===== src/rtl/mem_port_arbiter.sv =====
// mem_port_arbiter: shares one single-port memory between instruction fetch
// and the data-memory path. Accesses are serialised, round-robin arbitrated
// when both sides request, and complete a fixed MEM_LAT cycles after mem_en.
//
// Build option: define ARB_STATS_EN to add the if_cnt / dm_cnt / wait_cnt
// statistics outputs. Without it those ports and registers do not exist.
//
// state  | meaning
// IDLE   | sampling requests; winner selected and registered here
// ACCESS | one cycle that launches mem_en with the registered address/data
// WAIT   | lat_cnt counts down to 0, then read data is captured and done pulses
module mem_port_arbiter #(
  parameter int ADDR_W  = 16,
  parameter int DATA_W  = 16,
  parameter int MEM_LAT = 2
) (
  input  logic              CLK,
  input  logic              RST_N,
  input  logic              if_req,
  input  logic [ADDR_W-1:0] if_addr,
  output logic              if_gnt,
  output logic              if_done,
  output logic [DATA_W-1:0] if_rdata,
  input  logic              dm_read,
  input  logic              dm_write,
  input  logic [ADDR_W-1:0] dm_addr,
  input  logic [DATA_W-1:0] dm_wdata,
  output logic              dm_gnt,
  output logic              dm_done,
  output logic [DATA_W-1:0] dm_rdata,
  output logic              mem_en,
  output logic              mem_we,
  output logic [ADDR_W-1:0] mem_addr,
  output logic [DATA_W-1:0] mem_wdata,
  input  logic [DATA_W-1:0] mem_rdata,
  output logic              stall
`ifdef ARB_STATS_EN
  ,
  output logic [15:0]       if_cnt,
  output logic [15:0]       dm_cnt,
  output logic [15:0]       wait_cnt
`endif
);

  typedef enum logic [1:0] {IDLE, ACCESS, WAIT} state_t;

  // ACCESS loads MEM_LAT-1 so completion lands exactly MEM_LAT cycles after
  // the mem_en cycle; MEM_LAT=1 therefore completes straight from a zero count.
  localparam logic [3:0] LAT_INIT = 4'(MEM_LAT - 1);

  state_t     state;
  logic [3:0] lat_cnt;
  logic       last_dm;
  logic       cur_dm;
  logic       dm_req;
  logic       pick_dm;

  assign dm_req = dm_read | dm_write;

  // Round-robin: data wins when alone, or when both request and fetch was served last.
  assign pick_dm = dm_req & (~if_req | ~last_dm);

  // Stall covers pending and in-flight accesses but drops in the done cycle
  // so the requester can advance while the arbiter is already back in IDLE.
  assign stall = (if_req | dm_req | (state != IDLE)) & ~(if_done | dm_done);

`ifdef ARB_STATS_EN
  logic loser_waiting;

  // A requester is waiting when it is active but is not the winner being served or selected.
  always_comb begin
    loser_waiting = 1'b0;
    if (state == IDLE) loser_waiting = if_req & dm_req;
    else               loser_waiting = cur_dm ? if_req : dm_req;
  end
`endif

  // Arbitration FSM with registered strobes, memory interface and read-data capture.
  always_ff @(posedge CLK or negedge RST_N) begin
    if (!RST_N) begin
      state     <= IDLE;
      lat_cnt   <= '0;
      last_dm   <= 1'b0;
      cur_dm    <= 1'b0;
      if_gnt    <= 1'b0;
      if_done   <= 1'b0;
      if_rdata  <= '0;
      dm_gnt    <= 1'b0;
      dm_done   <= 1'b0;
      dm_rdata  <= '0;
      mem_en    <= 1'b0;
      mem_we    <= 1'b0;
      mem_addr  <= '0;
      mem_wdata <= '0;
`ifdef ARB_STATS_EN
      if_cnt    <= '0;
      dm_cnt    <= '0;
      wait_cnt  <= '0;
`endif
    end else begin
      if_gnt  <= 1'b0;
      dm_gnt  <= 1'b0;
      if_done <= 1'b0;
      dm_done <= 1'b0;
      mem_en  <= 1'b0;
`ifdef ARB_STATS_EN
      if (loser_waiting && wait_cnt != 16'hFFFF) wait_cnt <= wait_cnt + 16'd1;
`endif
      case (state)
        IDLE: begin
          if (if_req || dm_req) begin
            cur_dm <= pick_dm;
            if (pick_dm) begin
              // read+write together is treated as a write
              mem_we    <= dm_write;
              mem_addr  <= dm_addr;
              mem_wdata <= dm_wdata;
              dm_gnt    <= 1'b1;
            end else begin
              mem_we    <= 1'b0;
              mem_addr  <= if_addr;
              if_gnt    <= 1'b1;
            end
            state <= ACCESS;
          end
        end
        ACCESS: begin
          mem_en  <= 1'b1;
          lat_cnt <= LAT_INIT;
          state   <= WAIT;
        end
        WAIT: begin
          if (lat_cnt == 4'd0) begin
            if (cur_dm) begin
              dm_done <= 1'b1;
              if (!mem_we) dm_rdata <= mem_rdata;
`ifdef ARB_STATS_EN
              if (dm_cnt != 16'hFFFF) dm_cnt <= dm_cnt + 16'd1;
`endif
            end else begin
              if_done  <= 1'b1;
              if_rdata <= mem_rdata;
`ifdef ARB_STATS_EN
              if (if_cnt != 16'hFFFF) if_cnt <= if_cnt + 16'd1;
`endif
            end
            last_dm <= cur_dm;
            state   <= IDLE;
          end else begin
            lat_cnt <= lat_cnt - 4'd1;
          end
        end
        default: state <= IDLE;
      endcase
    end
  end

endmodule


===== config.mk =====
export PLATFORM = sky130hd
export DESIGN_NAME = mem_port_arbiter
export DESIGN_NICKNAME = d
export VERILOG_FILES = /design/src/rtl/mem_port_arbiter.sv
export SDC_FILE = /design/constraint.sdc
export NUM_CORES = 1
export LEC_CHECK = 0
export ABC_AREA = 1
export ABC_CLOCK_PERIOD_IN_PS = 4500
export BUFFER_PORTS_ARGS = -buffer_cell sky130_fd_sc_hd__buf_4
export CORE_MARGIN = 5
export CORE_UTILIZATION = 53
export CTS_BUF_LIST = sky130_fd_sc_hd__clkbuf_2 sky130_fd_sc_hd__clkbuf_4 sky130_fd_sc_hd__clkbuf_8
export CTS_CLUSTER_DIAMETER = 40
export CTS_CLUSTER_SIZE = 10
export DETAILED_ROUTE_END_ITERATION = 6
export PLACE_DENSITY_LB_ADDON = 0.3
export SETUP_SLACK_MARGIN = 0.1
export SLEW_MARGIN = 10
export SYNTH_ARGS = -nofsm -noshare
export SYNTH_HDL_FRONTEND = slang
export SYNTH_SLANG_ARGS = --single-unit

===== constraint.sdc =====
create_clock -name CLK -period 4.5 [get_ports CLK]
set_clock_uncertainty 0.1 [all_clocks]
set_input_delay 0.675 -clock CLK [delete_from_list [all_inputs] [get_ports CLK]]
set_output_delay 0.675 -clock CLK [all_outputs]
set_load 0.02 [all_outputs]

=== Word level (Yosys, flattened, before mapping) ===
Cells that the tools add are included.

* Input port bits: 69
* Bits in registers: 78

* Reductions and logical operators: 12
* Bitwise operators: 12
* $add $sub $neg: 1
* Equality and inequality tests: 5
* Muxes and demuxes: 20

{| class="wikitable"
|+ Operators with widths
! operator !! count
|-
| two-way mux 16 bit || 1
|-
| two-way mux 1 bit || 14
|-
| case mux 4 bit (2 select lines) || 1
|-
| AND reduction 2 bit || 4
|-
| != test 2 bit (second input constant) || 3
|-
| case mux 2 bit (3 select lines) || 1
|-
| AND reduction 3 bit || 2
|-
| inverter 1 bit || 5
|-
| OR 1 bit || 5
|-
| zero test 4 bit || 1
|-
| two-way mux 2 bit || 2
|-
| two-way mux 4 bit || 1
|-
| AND reduction 4 bit || 1
|-
| nonzero test 2 bit || 2
|-
| subtractor 4 x 1 -> 4 bit (second input constant) || 1
|-
| AND 1 bit || 2
|-
| equality test 2 x 1 -> 1 bit (second input constant) || 1
|-
| equality test 2 bit (second input constant) || 1
|-
| zero test 2 bit || 1
|-
| logical OR 1 bit || 1
|}

=== Depth between registers and ports, before layout ===
Gate-level depths: netlist (run 1).

* Word-level depth: 6
* Mapped depth: 8
* Mapped depth without buffers: 7

=== Least setup slack after synthesis (run 1) ===
Ideal clock, no wire load.

* Path type: input -> output
* Start point: input dm_write
* End point: output stall
* Slack: 2.592 ns
* Stages: 4
* Arrival: 1.133 ns
* Path through: nor2_2 -> nand3_1 -> nand2_1 -> inv_1

* Word-level cells in the longest chain between the ends: 4

{| class="wikitable"
|+ RTL lines
! element !! line !! RTL
|-
| from (decl) || 25 || <nowiki>input logic dm_write,</nowiki>
|-
| OR 1 bit || 58 || <nowiki>assign dm_req = dm_read | dm_write;</nowiki>
|-
| OR 1 bit (2 in a row) || 65 || <nowiki>assign stall = (if_req | dm_req | (state != IDLE)) & ~(if_done | dm_done);</nowiki>
|-
| AND 1 bit || 65 ||
|-
| to (decl) || 36 || <nowiki>output logic stall</nowiki>
|}

Every way passes these cells.

=== Worst setup path in the final report (run 1) ===
* Start point: register cur_dm
* End point: register dm_rdata[3]

* Word-level cells in the longest chain between the ends: 1

{| class="wikitable"
|+ RTL lines
! element !! line !! RTL
|-
| from (decl) || 54 || <nowiki>logic cur_dm;</nowiki>
|-
| from (signal assigned) || 112 || <nowiki>cur_dm <= pick_dm;</nowiki>
|-
| AND reduction 4 bit (no line) || - ||
|-
| to (signal assigned) || 136 || <nowiki>if (!mem_we) dm_rdata <= mem_rdata;</nowiki>
|-
| to (decl) || 30 || <nowiki>output logic [DATA_W-1:0] dm_rdata,</nowiki>
|}

Every way passes these cells.
A chain may end at the register's enable or synchronous reset.

==> results of run 1 <==
## per-stage QoR
step | total power [mW] | hold WS (ps) | util, % | cell area, µm² | std cells
3_3_place_gp | 2.923 | 356.0 | 70.54 | 4428 | 604
6_report | 3.471 | 369.2 | 73.71 | 4627 | 620
4_1_cts | 3.505 | 380.4 | 73.71 | 4627 | 620
2_1_floorplan | 2.267 | 279.4 | - | 3377 | 403
3_5_place_dp | 2.982 | 360.4 | 70.54 | 4428 | 604
5_1_grt | 3.729 | 399.4 | 73.71 | 4627 | 620
## cell usage in the layout (no fill, tap or decap)
cell,Yosys,layout
sky130_fd_sc_hd__a21oi_4,1,1
sky130_fd_sc_hd__buf_4,2,139
sky130_fd_sc_hd__bufinv_16,0,1
sky130_fd_sc_hd__clkbuf_4,0,2
sky130_fd_sc_hd__clkbuf_8,0,9
sky130_fd_sc_hd__clkinv_2,0,1
sky130_fd_sc_hd__clkinv_4,0,2
sky130_fd_sc_hd__clkinvlp_4,0,1
sky130_fd_sc_hd__dfrtp_1,78,78
sky130_fd_sc_hd__ha_1,2,2
sky130_fd_sc_hd__inv_1,15,15
sky130_fd_sc_hd__inv_2,3,3
sky130_fd_sc_hd__inv_4,1,1
sky130_fd_sc_hd__nand2_1,213,213
sky130_fd_sc_hd__nand2_2,2,2
sky130_fd_sc_hd__nand2_4,1,1
sky130_fd_sc_hd__nand3_1,54,54
sky130_fd_sc_hd__nand3_2,2,2
sky130_fd_sc_hd__nor2_1,6,6
sky130_fd_sc_hd__nor2_2,3,3
sky130_fd_sc_hd__nor2_4,2,2
sky130_fd_sc_hd__nor3_1,1,1
sky130_fd_sc_hd__o21ai_0,1,1
sky130_fd_sc_hd__o21ai_2,1,1
sky130_fd_sc_hd__o21ai_4,1,1
sky130_fd_sc_hd__xor2_1,1,1
## per-layer routing
layer | vias up | global-route usage [%] | wire length (µm)
li1 | 1517 | - | -
met4 | 0 | 6.801 | 133
met5 | - | 0 | 0
met3 | 14 | 5.593 | 543
met2 | 99 | 35.91 | 4336
met1 | 1480 | 26.25 | 3397
## power by group
group / total, mW / switching [mW] / leakage [nW] / internal, mW
clock: 0.518 / 0.248 / 0.100 / 0.270
combinational: 1.72 / 1.07 / 1.59 / 0.650
sequential: 1.24 / 0.197 / 0.952 / 1.04
## kinds of logic after synthesis
kind of cell | count (synthesis)
simple gates | 284
flops | 78
buf+inv | 34
compound gates | 4
fa+ha+maj | 2
xor+xnor | 1
## path summary, 6_finish.rpt
| check | slack (ps) | endpoint |
|---|---|---|
| worst max-delay path | 2250 | dm_rdata[3]$_DFFE_PN0P_ |
| worst min-delay path | 370 | mem_addr[1]$_DFFE_PN0P_ |
| worst max register to register | 2250 | dm_rdata[3]$_DFFE_PN0P_ |
| worst min register to register | 380 | dm_rdata[4]$_DFFE_PN0P_ |
| max in group asynchronous | 3300 | mem_addr[12]$_DFFE_PN0P_ |
| min in group CLK | 380 | dm_rdata[4]$_DFFE_PN0P_ |
## final cells by class
type	instances	area share [%]
clock buffer	11	3.002
clock inverter	5	1.298
inverter	19	1.595
multi-input combinational	291	27.28
sequential	78	42.18
tap	77	2.082
timing repair buffer	139	22.55
## flip-flops by register name (all words and copies together) (netlist names), 2 cells and up
signal     count
dm_rdata      16
if_rdata      16
mem_addr      16
mem_wdata     16
lat_cnt        4
state          2
## critical path, delay by kind of cell (launching register included)
| kind | cells | cell delay (ps) |
|---|---|---|
| buffers and inverters | 1 | 280 |
| DFF | 1 | 330 |
| and+or+nand+nor | 4 | 1420 |
==> report_table.html, run 1 <==
<table>
<tr><th>Metric</th><th>Value</th></tr>
<tr><th colspan="2">Worst setup path</th></tr>
<tr><td>Startpoint of the worst setup timing path</td><td>cur_dm$_DFFE_PN0P_</td></tr>
<tr><td>Maximum fanout encountered on the critical timing path</td><td>20</td></tr>
<tr><td>Arr. time, crit path</td><td>2370 ps</td></tr>
<tr><td>Slowest stage delay, CP</td><td>710 ps</td></tr>
<tr><td>Setup Crit Path Kind</td><td>reg -&gt; reg</td></tr>
<tr><td>Critical path required time</td><td>4620 ps</td></tr>
<tr><td>Sort of element at the end of the critical path</td><td>flop</td></tr>
<tr><td>FF-to-FF path depth</td><td>5</td></tr>
<tr><td>R2r startpoint</td><td>cur_dm$_DFFE_PN0P_</td></tr>
<tr><td>Critical-path cell list</td><td>inv_1 -&gt; nor2_2 -&gt; nand3_2 -&gt; nand2_1 -&gt; nand2_1</td></tr>
<tr><td>Top cell by count, worst path</td><td>sky130_fd_sc_hd__nand2_1</td></tr>
<tr><td>Type of origin of the critical path</td><td>flop</td></tr>
<tr><td>Critical-path cell with the highest stage delay</td><td>sky130_fd_sc_hd__nor2_2</td></tr>
<tr><th colspan="2">Die</th></tr>
<tr><td>Initial core utilization</td><td>53.80%</td></tr>
<tr><td>Vert. Die Dim</td><td>89.82 µm</td></tr>
<tr><td>Area enclosed by the die boundary</td><td>8068 µm²</td></tr>
<tr><td>Total core area</td><td>6277 µm²</td></tr>
<tr><td>Placement row count</td><td>29</td></tr>
<tr><td>X dimension of the die</td><td>89.82 µm</td></tr>
<tr><td>Count of pins on the block boundary</td><td>140</td></tr>
<tr><th colspan="2">CTS</th></tr>
<tr><td>Clk sinks</td><td>78</td></tr>
<tr><td>Clock tree buffer depth</td><td>2</td></tr>
<tr><td>TritonCTS clock tree</td><td>yes</td></tr>
<tr><td>Total clock buffers created by CTS</td><td>9</td></tr>
<tr><td>Clock transition time at the flip-flop clock pins of the worst setup and hold paths</td><td>70 ps</td></tr>
<tr><td>Clock network latency to the later pin of the worst-skew pair</td><td>330 ps</td></tr>
<tr><td>H-tree Lvls</td><td>3</td></tr>
<tr><td>Post-CTS setup buffers</td><td>0</td></tr>
<tr><td>Root cell of the clock tree</td><td>sky130_fd_sc_hd__clkbuf_8</td></tr>
<tr><td>Hold Buf Count CTS</td><td>0</td></tr>
<tr><td>Resize count post-CTS</td><td>0</td></tr>
<tr><th colspan="2">STA</th></tr>
<tr><td>Setup TNS</td><td>0 ps</td></tr>
<tr><td>Minimum clock period</td><td>2251 ps</td></tr>
<tr><td>Setup violators final</td><td>0</td></tr>
<tr><td>Setup repair after global routing missed its margin</td><td>false</td></tr>
<tr><td>Post-route clock period utilization</td><td>50.03%</td></tr>
<tr><td>Fin. Hold Viols</td><td>0</td></tr>
<tr><td>Relative slew slack</td><td>21.22%</td></tr>
<tr><td>Measured slew at the worst slew-check pin</td><td>1180 ps</td></tr>
<tr><td>Peak Freq</td><td>0.4442 GHz</td></tr>
<tr><td>Slew Limit Fails</td><td>0</td></tr>
<tr><td>Worst-case setup margin in the final layout</td><td>2249 ps</td></tr>
<tr><th colspan="2">Power</th></tr>
<tr><td>Cell Pwr Density</td><td>750.1 nW/µm²</td></tr>
<tr><td>Max VDD drop</td><td>0.4609 mV</td></tr>
<tr><td>Cell leakage power</td><td>2.647 nW</td></tr>
<tr><th colspan="2">Drt</th></tr>
<tr><td>Count of vias placed by the detailed router</td><td>3110</td></tr>
<tr><td>Drt pass-1 iters</td><td>4</td></tr>
<tr><td>Routed wire length</td><td>8410 µm</td></tr>
<tr><td>Residual DRC count</td><td>0</td></tr>
<tr><td>Routed wirelength normalized by instance count</td><td>13.56 µm</td></tr>
<tr><td>Number of vias per cell after detailed routing</td><td>5.016</td></tr>
<tr><td>Initial detailed-routing violation count</td><td>177</td></tr>
<tr><td>Post-route antenna net violation count</td><td>0</td></tr>
<tr><th colspan="2">Logic synthesis</th></tr>
<tr><td>Area share of and/or/nand/nor cells after synthesis</td><td>35.01%</td></tr>
<tr><td>Ys async rst share</td><td>100.0%</td></tr>
<tr><td>Share of cell area taken by muxes after synthesis</td><td>0%</td></tr>
<tr><td>Net Count, Synth</td><td>474</td></tr>
<tr><td>Netlist area before placement</td><td>3377 µm²</td></tr>
<tr><td>Cell type with the largest total area after synthesis</td><td>sky130_fd_sc_hd__dfrtp_1</td></tr>
<tr><td>Largest cells by area after synthesis</td><td>sky130_fd_sc_hd__dfrtp_1 (58%), sky130_fd_sc_hd__nand2_1 (24%), sky130_fd_sc_hd__nand3_1 (8.0%)</td></tr>
<tr><td>Share of Yosys cell area claimed by the top area cell type</td><td>57.80%</td></tr>
<tr><td>Most frequent cells after synthesis</td><td>sky130_fd_sc_hd__nand2_1 (213), sky130_fd_sc_hd__dfrtp_1 (78), sky130_fd_sc_hd__nand3_1 (54)</td></tr>
<tr><td>Main combinational cell family by area after synthesis</td><td>simple AND/OR/NAND/NOR gates</td></tr>
<tr><td>Netlist cell types</td><td>23</td></tr>
<tr><td>Primary FF master, synth</td><td>sky130_fd_sc_hd__dfrtp_1</td></tr>
<tr><td>Sequential fraction of the synthesis area</td><td>57.80%</td></tr>
<tr><td>FF+latch count, synth</td><td>78</td></tr>
<tr><td>Post-synthesis instance total</td><td>403</td></tr>
<tr><td>Synth Area in Adders</td><td>0.7410%</td></tr>
<tr><td>Share of the synthesized area in compound gates (AO/OA/AOI/OAI)</td><td>1.371%</td></tr>
<tr><td>Most used standard cell by instance count after synthesis</td><td>sky130_fd_sc_hd__nand2_1</td></tr>
<tr><td>Number of flops mapped to enable cells by yosys</td><td>0</td></tr>
<tr><td>Xor-xnor portion of the synthesized cell area</td><td>0.2594%</td></tr>
<tr><td>Number of warning messages in the yosys log</td><td>0</td></tr>
<tr><td>Synthesized area per cell</td><td>8.380 µm²</td></tr>
<tr><th colspan="2">Layout</th></tr>
<tr><td>Ant diodes</td><td>0</td></tr>
<tr><td>Multi-input gate area in the final layout</td><td>1262 µm²</td></tr>
<tr><td>Share of final-layout standard cells stronger than drive strength 1</td><td>31.68%</td></tr>
<tr><td>Number of filler cells placed in the layout</td><td>478</td></tr>
<tr><td>Total Nets Final</td><td>609</td></tr>
<tr><td>Synth-to-layout area growth</td><td>37.01%</td></tr>
<tr><td>FF/Latch Area</td><td>1952 µm²</td></tr>
<tr><th colspan="2">Global routing</th></tr>
<tr><td>First-pass GRT wire length</td><td>14320 µm</td></tr>
<tr><td>Largest net degree at the start of global routing</td><td>79</td></tr>
<tr><td>Number of antenna violations at the first check in global routing</td><td>0</td></tr>
<tr><td>Overflow left after global routing</td><td>0</td></tr>
<tr><td>Total track usage</td><td>21.16%</td></tr>
<tr><td>Vias in the first global route</td><td>3147</td></tr>
<tr><th colspan="2">Place</th></tr>
<tr><td>HPWL after detailed placement</td><td>6106 µm</td></tr>
<tr><td>Port Buffers</td><td>139</td></tr>
<tr><td>Post-place setup slack</td><td>2262 ps</td></tr>
<tr><td>GPL Wtd Cong</td><td>0.8202</td></tr>
<tr><th colspan="2">Hold path</th></tr>
<tr><td>Worst hold path class</td><td>in -&gt; async</td></tr>
<tr><th colspan="2">Run status</th></tr>
<tr><td>Status</td><td>finished, final reports clean</td></tr>
<tr><th colspan="2">Flow run</th></tr>
<tr><td>Maxcap violations</td><td>0</td></tr>
</table>
Power figures use the tool's default switching activity.
==> run 2, diff against run 1 <==
--- a/config.mk
+++ b/config.mk
@@ -6,10 +6,10 @@
 export NUM_CORES = 1
 export LEC_CHECK = 0
 export ABC_AREA = 1
-export ABC_CLOCK_PERIOD_IN_PS = 4500
+export ABC_CLOCK_PERIOD_IN_PS = 2200
 export BUFFER_PORTS_ARGS = -buffer_cell sky130_fd_sc_hd__buf_4
 export CORE_MARGIN = 5
-export CORE_UTILIZATION = 53
+export CORE_UTILIZATION = 50
 export CTS_BUF_LIST = sky130_fd_sc_hd__clkbuf_2 sky130_fd_sc_hd__clkbuf_4 sky130_fd_sc_hd__clkbuf_8
 export CTS_CLUSTER_DIAMETER = 40
 export CTS_CLUSTER_SIZE = 10
==> constraint.sdc (replaced) <==
create_clock -name CLK -period 2.2 [get_ports CLK]
set_clock_uncertainty 0.1 [all_clocks]
set_input_delay 0.33 -clock CLK [delete_from_list [all_inputs] [get_ports CLK]]
set_output_delay 0.33 -clock CLK [all_outputs]
set_load 0.02 [all_outputs]
==> run 2 against run 1 <==
Effect of this change:
- routed wire length up 1.3%
- critical path depth unchanged
- largest cell class unchanged
- setup slack worse by 1800 ps
- core utilization is 3.2 points lower
- clock power increased by 130%
- largest power group unchanged
- non-clock buffer count grew 5
- die area is 5.3% higher
- via count about the same
- clock-buffer cell count down 2
- worst hold slack lost 290 ps
- power grew 110%
- flip-flop and latch count stayed put
==> report_table.html, run 2 (same netlist as run 1, synthesis figures left out) <==
<table>
<tr><th>Metric</th><th>Value</th></tr>
<tr><th colspan="2">Global routing</th></tr>
<tr><td>Total track usage</td><td>20.70%</td></tr>
<tr><td>First-pass GRT wire length</td><td>14030 µm</td></tr>
<tr><td>Largest net degree at the start of global routing</td><td>50</td></tr>
<tr><td>Number of antenna violations at the first check in global routing</td><td>0</td></tr>
<tr><td>Vias in the first global route</td><td>3001</td></tr>
<tr><td>Overflow left after global routing</td><td>0</td></tr>
<tr><th colspan="2">Layout</th></tr>
<tr><td>Ant diodes</td><td>0</td></tr>
<tr><td>Final design area excluding fillers</td><td>4711 µm²</td></tr>
<tr><td>Share of final-layout standard cells stronger than drive strength 1</td><td>32.12%</td></tr>
<tr><td>Number of filler cells placed in the layout</td><td>561</td></tr>
<tr><td>Total Nets Final</td><td>614</td></tr>
<tr><td>Synth-to-layout area growth</td><td>39.50%</td></tr>
<tr><td>Most common cell after layout, fill and taps aside</td><td>sky130_fd_sc_hd__nand2_1</td></tr>
<tr><td>Top library cells by usage in the layout, fill and taps aside</td><td>sky130_fd_sc_hd__nand2_1 (213), sky130_fd_sc_hd__buf_4 (142), sky130_fd_sc_hd__dfrtp_1 (78)</td></tr>
<tr><td>Final design utilization</td><td>70.51%</td></tr>
<tr><th colspan="2">Die</th></tr>
<tr><td>Area enclosed by the die boundary</td><td>8497 µm²</td></tr>
<tr><td>Total core area</td><td>6681 µm²</td></tr>
<tr><td>Count of pins on the block boundary</td><td>140</td></tr>
<tr><td>X dimension of the die</td><td>92.18 µm</td></tr>
<tr><td>Vert. Die Dim</td><td>92.18 µm</td></tr>
<tr><td>Initial core utilization</td><td>50.54%</td></tr>
<tr><td>Placement row count</td><td>30</td></tr>
<tr><th colspan="2">Drt</th></tr>
<tr><td>Number of vias per cell after detailed routing</td><td>4.949</td></tr>
<tr><td>Routed wire length</td><td>8520 µm</td></tr>
<tr><td>Routed wirelength normalized by instance count</td><td>13.57 µm</td></tr>
<tr><td>Drt pass-1 iters</td><td>6</td></tr>
<tr><td>Count of vias placed by the detailed router</td><td>3108</td></tr>
<tr><td>Metal-1 WL</td><td>3590 µm</td></tr>
<tr><td>Initial detailed-routing violation count</td><td>126</td></tr>
<tr><td>Post-route antenna net violation count</td><td>0</td></tr>
<tr><td>Uppermost layer routed</td><td>met4</td></tr>
<tr><td>Residual DRC count</td><td>0</td></tr>
<tr><td>Total met2 wirelength after detailed routing</td><td>4350 µm</td></tr>
<tr><td>Total met3 wirelength after detailed routing</td><td>452 µm</td></tr>
<tr><th colspan="2">Worst setup path</th></tr>
<tr><td>Critical-path cell with the highest stage delay</td><td>sky130_fd_sc_hd__dfrtp_1</td></tr>
<tr><td>Maximum fanout encountered on the critical timing path</td><td>4</td></tr>
<tr><td>Slowest stage delay, CP</td><td>430 ps</td></tr>
<tr><td>Sort of element at the end of the critical path</td><td>output port</td></tr>
<tr><td>FF-to-FF path depth</td><td>7</td></tr>
<tr><td>Startpoint of the worst setup timing path</td><td>state[0]$_DFFE_PN0P_</td></tr>
<tr><td>Dominant delay contributor by cell family on the critical path</td><td>flip-flops</td></tr>
<tr><td>R2r startpoint</td><td>lat_cnt[0]$_DFFE_PN0P_</td></tr>
<tr><td>Critical R2R Capture</td><td>if_rdata[3]$_DFFE_PN0P_</td></tr>
<tr><td>Arr. time, crit path</td><td>1360 ps</td></tr>
<tr><td>Critical path required time</td><td>1770 ps</td></tr>
<tr><td>Bufs and invs on worst path</td><td>2</td></tr>
<tr><td>Setup Crit Path Kind</td><td>reg -&gt; out</td></tr>
<tr><td>Reg2Reg Setup Slack</td><td>520 ps</td></tr>
<tr><td>Type of origin of the critical path</td><td>flop</td></tr>
<tr><td>Critical-path cell list</td><td>nor2_4 -&gt; nand3_1 -&gt; nand2_1 -&gt; inv_1 -&gt; buf_4</td></tr>
<tr><th colspan="2">Hold path</th></tr>
<tr><td>Startpoint of the lowest-slack hold path</td><td>dm_wdata[1]</td></tr>
<tr><td>Worst hold path class</td><td>in -&gt; reg</td></tr>
<tr><td>Hold path depth</td><td>3</td></tr>
<tr><td>Worst hold path endpoint</td><td>mem_wdata[1]$_DFFE_PN0P_</td></tr>
<tr><th colspan="2">Place</th></tr>
<tr><td>Port Buffers</td><td>139</td></tr>
<tr><td>Post-place setup slack</td><td>511.9 ps</td></tr>
<tr><td>Placed Instance Area</td><td>4474 µm²</td></tr>
<tr><td>HPWL after detailed placement</td><td>6406 µm</td></tr>
<tr><td>GPL Wtd Cong</td><td>0.7970</td></tr>
<tr><th colspan="2">CTS</th></tr>
<tr><td>Clock tree buffer depth</td><td>2</td></tr>
<tr><td>Clock transition time at the flip-flop clock pins of the worst setup and hold paths</td><td>80 ps</td></tr>
<tr><td>TritonCTS clock tree</td><td>yes</td></tr>
<tr><td>Clk sinks</td><td>78</td></tr>
<tr><td>Post-CTS setup buffers</td><td>0</td></tr>
<tr><td>Clock network latency to the later pin of the worst-skew pair</td><td>340 ps</td></tr>
<tr><td>H-tree Lvls</td><td>3</td></tr>
<tr><td>Hold Buf Count CTS</td><td>1</td></tr>
<tr><td>Total clock buffers created by CTS</td><td>9</td></tr>
<tr><td>Resize count post-CTS</td><td>0</td></tr>
<tr><td>Root cell of the clock tree</td><td>sky130_fd_sc_hd__clkbuf_8</td></tr>
<tr><th colspan="2">Power</th></tr>
<tr><td>Max VDD drop</td><td>0.8131 mV</td></tr>
<tr><td>Cell Pwr Density</td><td>1547 nW/µm²</td></tr>
<tr><td>Cell leakage power</td><td>2.686 nW</td></tr>
<tr><td>Final total power</td><td>7.287 mW</td></tr>
<tr><th colspan="2">STA</th></tr>
<tr><td>Measured slew at the worst slew-check pin</td><td>654.2 ps</td></tr>
<tr><td>Fin. Hold Viols</td><td>0</td></tr>
<tr><td>Slew Limit Fails</td><td>0</td></tr>
<tr><td>Setup repair after global routing missed its margin</td><td>false</td></tr>
<tr><td>Setup violators final</td><td>0</td></tr>
<tr><td>Relative slew slack</td><td>56.38%</td></tr>
<tr><td>Worst-case setup margin in the final layout</td><td>408.7 ps</td></tr>
<tr><td>Post-route clock period utilization</td><td>81.42%</td></tr>
<tr><td>Minimum clock period</td><td>1791 ps</td></tr>
<tr><td>Setup TNS</td><td>0 ps</td></tr>
<tr><td>Peak Freq</td><td>0.5582 GHz</td></tr>
<tr><th colspan="2">Run status</th></tr>
<tr><td>Status</td><td>finished, final reports clean</td></tr>
<tr><th colspan="2">Flow run</th></tr>
<tr><td>Maxcap violations</td><td>0</td></tr>
</table>
[run 2: worst max path at each step]
stage	slack, ps	depth (start not counted)	endpoint
after floorplan	710	8	if_rdata[10]$_DFFE_PN0P_
after global placement	590	7	if_rdata[3]$_DFFE_PN0P_
after detailed placement	510	7	if_rdata[0]$_DFFE_PN0P_
after CTS	380	5	stall
after global routing	310	5	stall
final	410	5	stall
[run 2: metrics by stage]
step | hold slack (ps) | instances
3_5_place_dp | 184.3 | 611
6_report | 75.28 | 628
2_1_floorplan | -65.59 | 403
4_1_cts | 63.08 | 628
3_3_place_gp | 178.9 | 611
5_1_grt | 68.69 | 628
[run 2: where the power goes]
group          leakage (nW)  total, mW  internal [mW]  switching, mW
registers             0.952       2.54           2.13          0.416
clock network         0.111       1.20          0.653          0.544
logic                  1.62       3.55           1.37           2.18
[run 2: layout make-up]
class | count | area [µm²] | area share (%)
flip-flops and latches | 78 | 1952 | 41.43
multi-input cells | 291 | 1262 | 26.80
clock buffers | 9 | 123.9 | 2.629
well taps | 80 | 100.1 | 2.125
inverters | 19 | 73.82 | 1.567
repair buffers | 144 | 1096 | 23.27
clock inverters | 7 | 102.6 | 2.178
[run 2: layer usage]
metal  GRT usage (%)  vias up
li1                -     1534
met1           25.88     1478
met2           34.91       83
met3           4.922       13
met4           7.673        0
met5               0        -
[run 2: worst reg2reg max path, cell delays in order, from the launching register on]
cell,delay (ps)
sky130_fd_sc_hd__dfrtp_1,390
sky130_fd_sc_hd__inv_1,130
sky130_fd_sc_hd__ha_1,190
sky130_fd_sc_hd__nand2_1,60
sky130_fd_sc_hd__nor2_1,160
sky130_fd_sc_hd__nand3_2,320
sky130_fd_sc_hd__nand2_1,170
sky130_fd_sc_hd__nand2_1,60
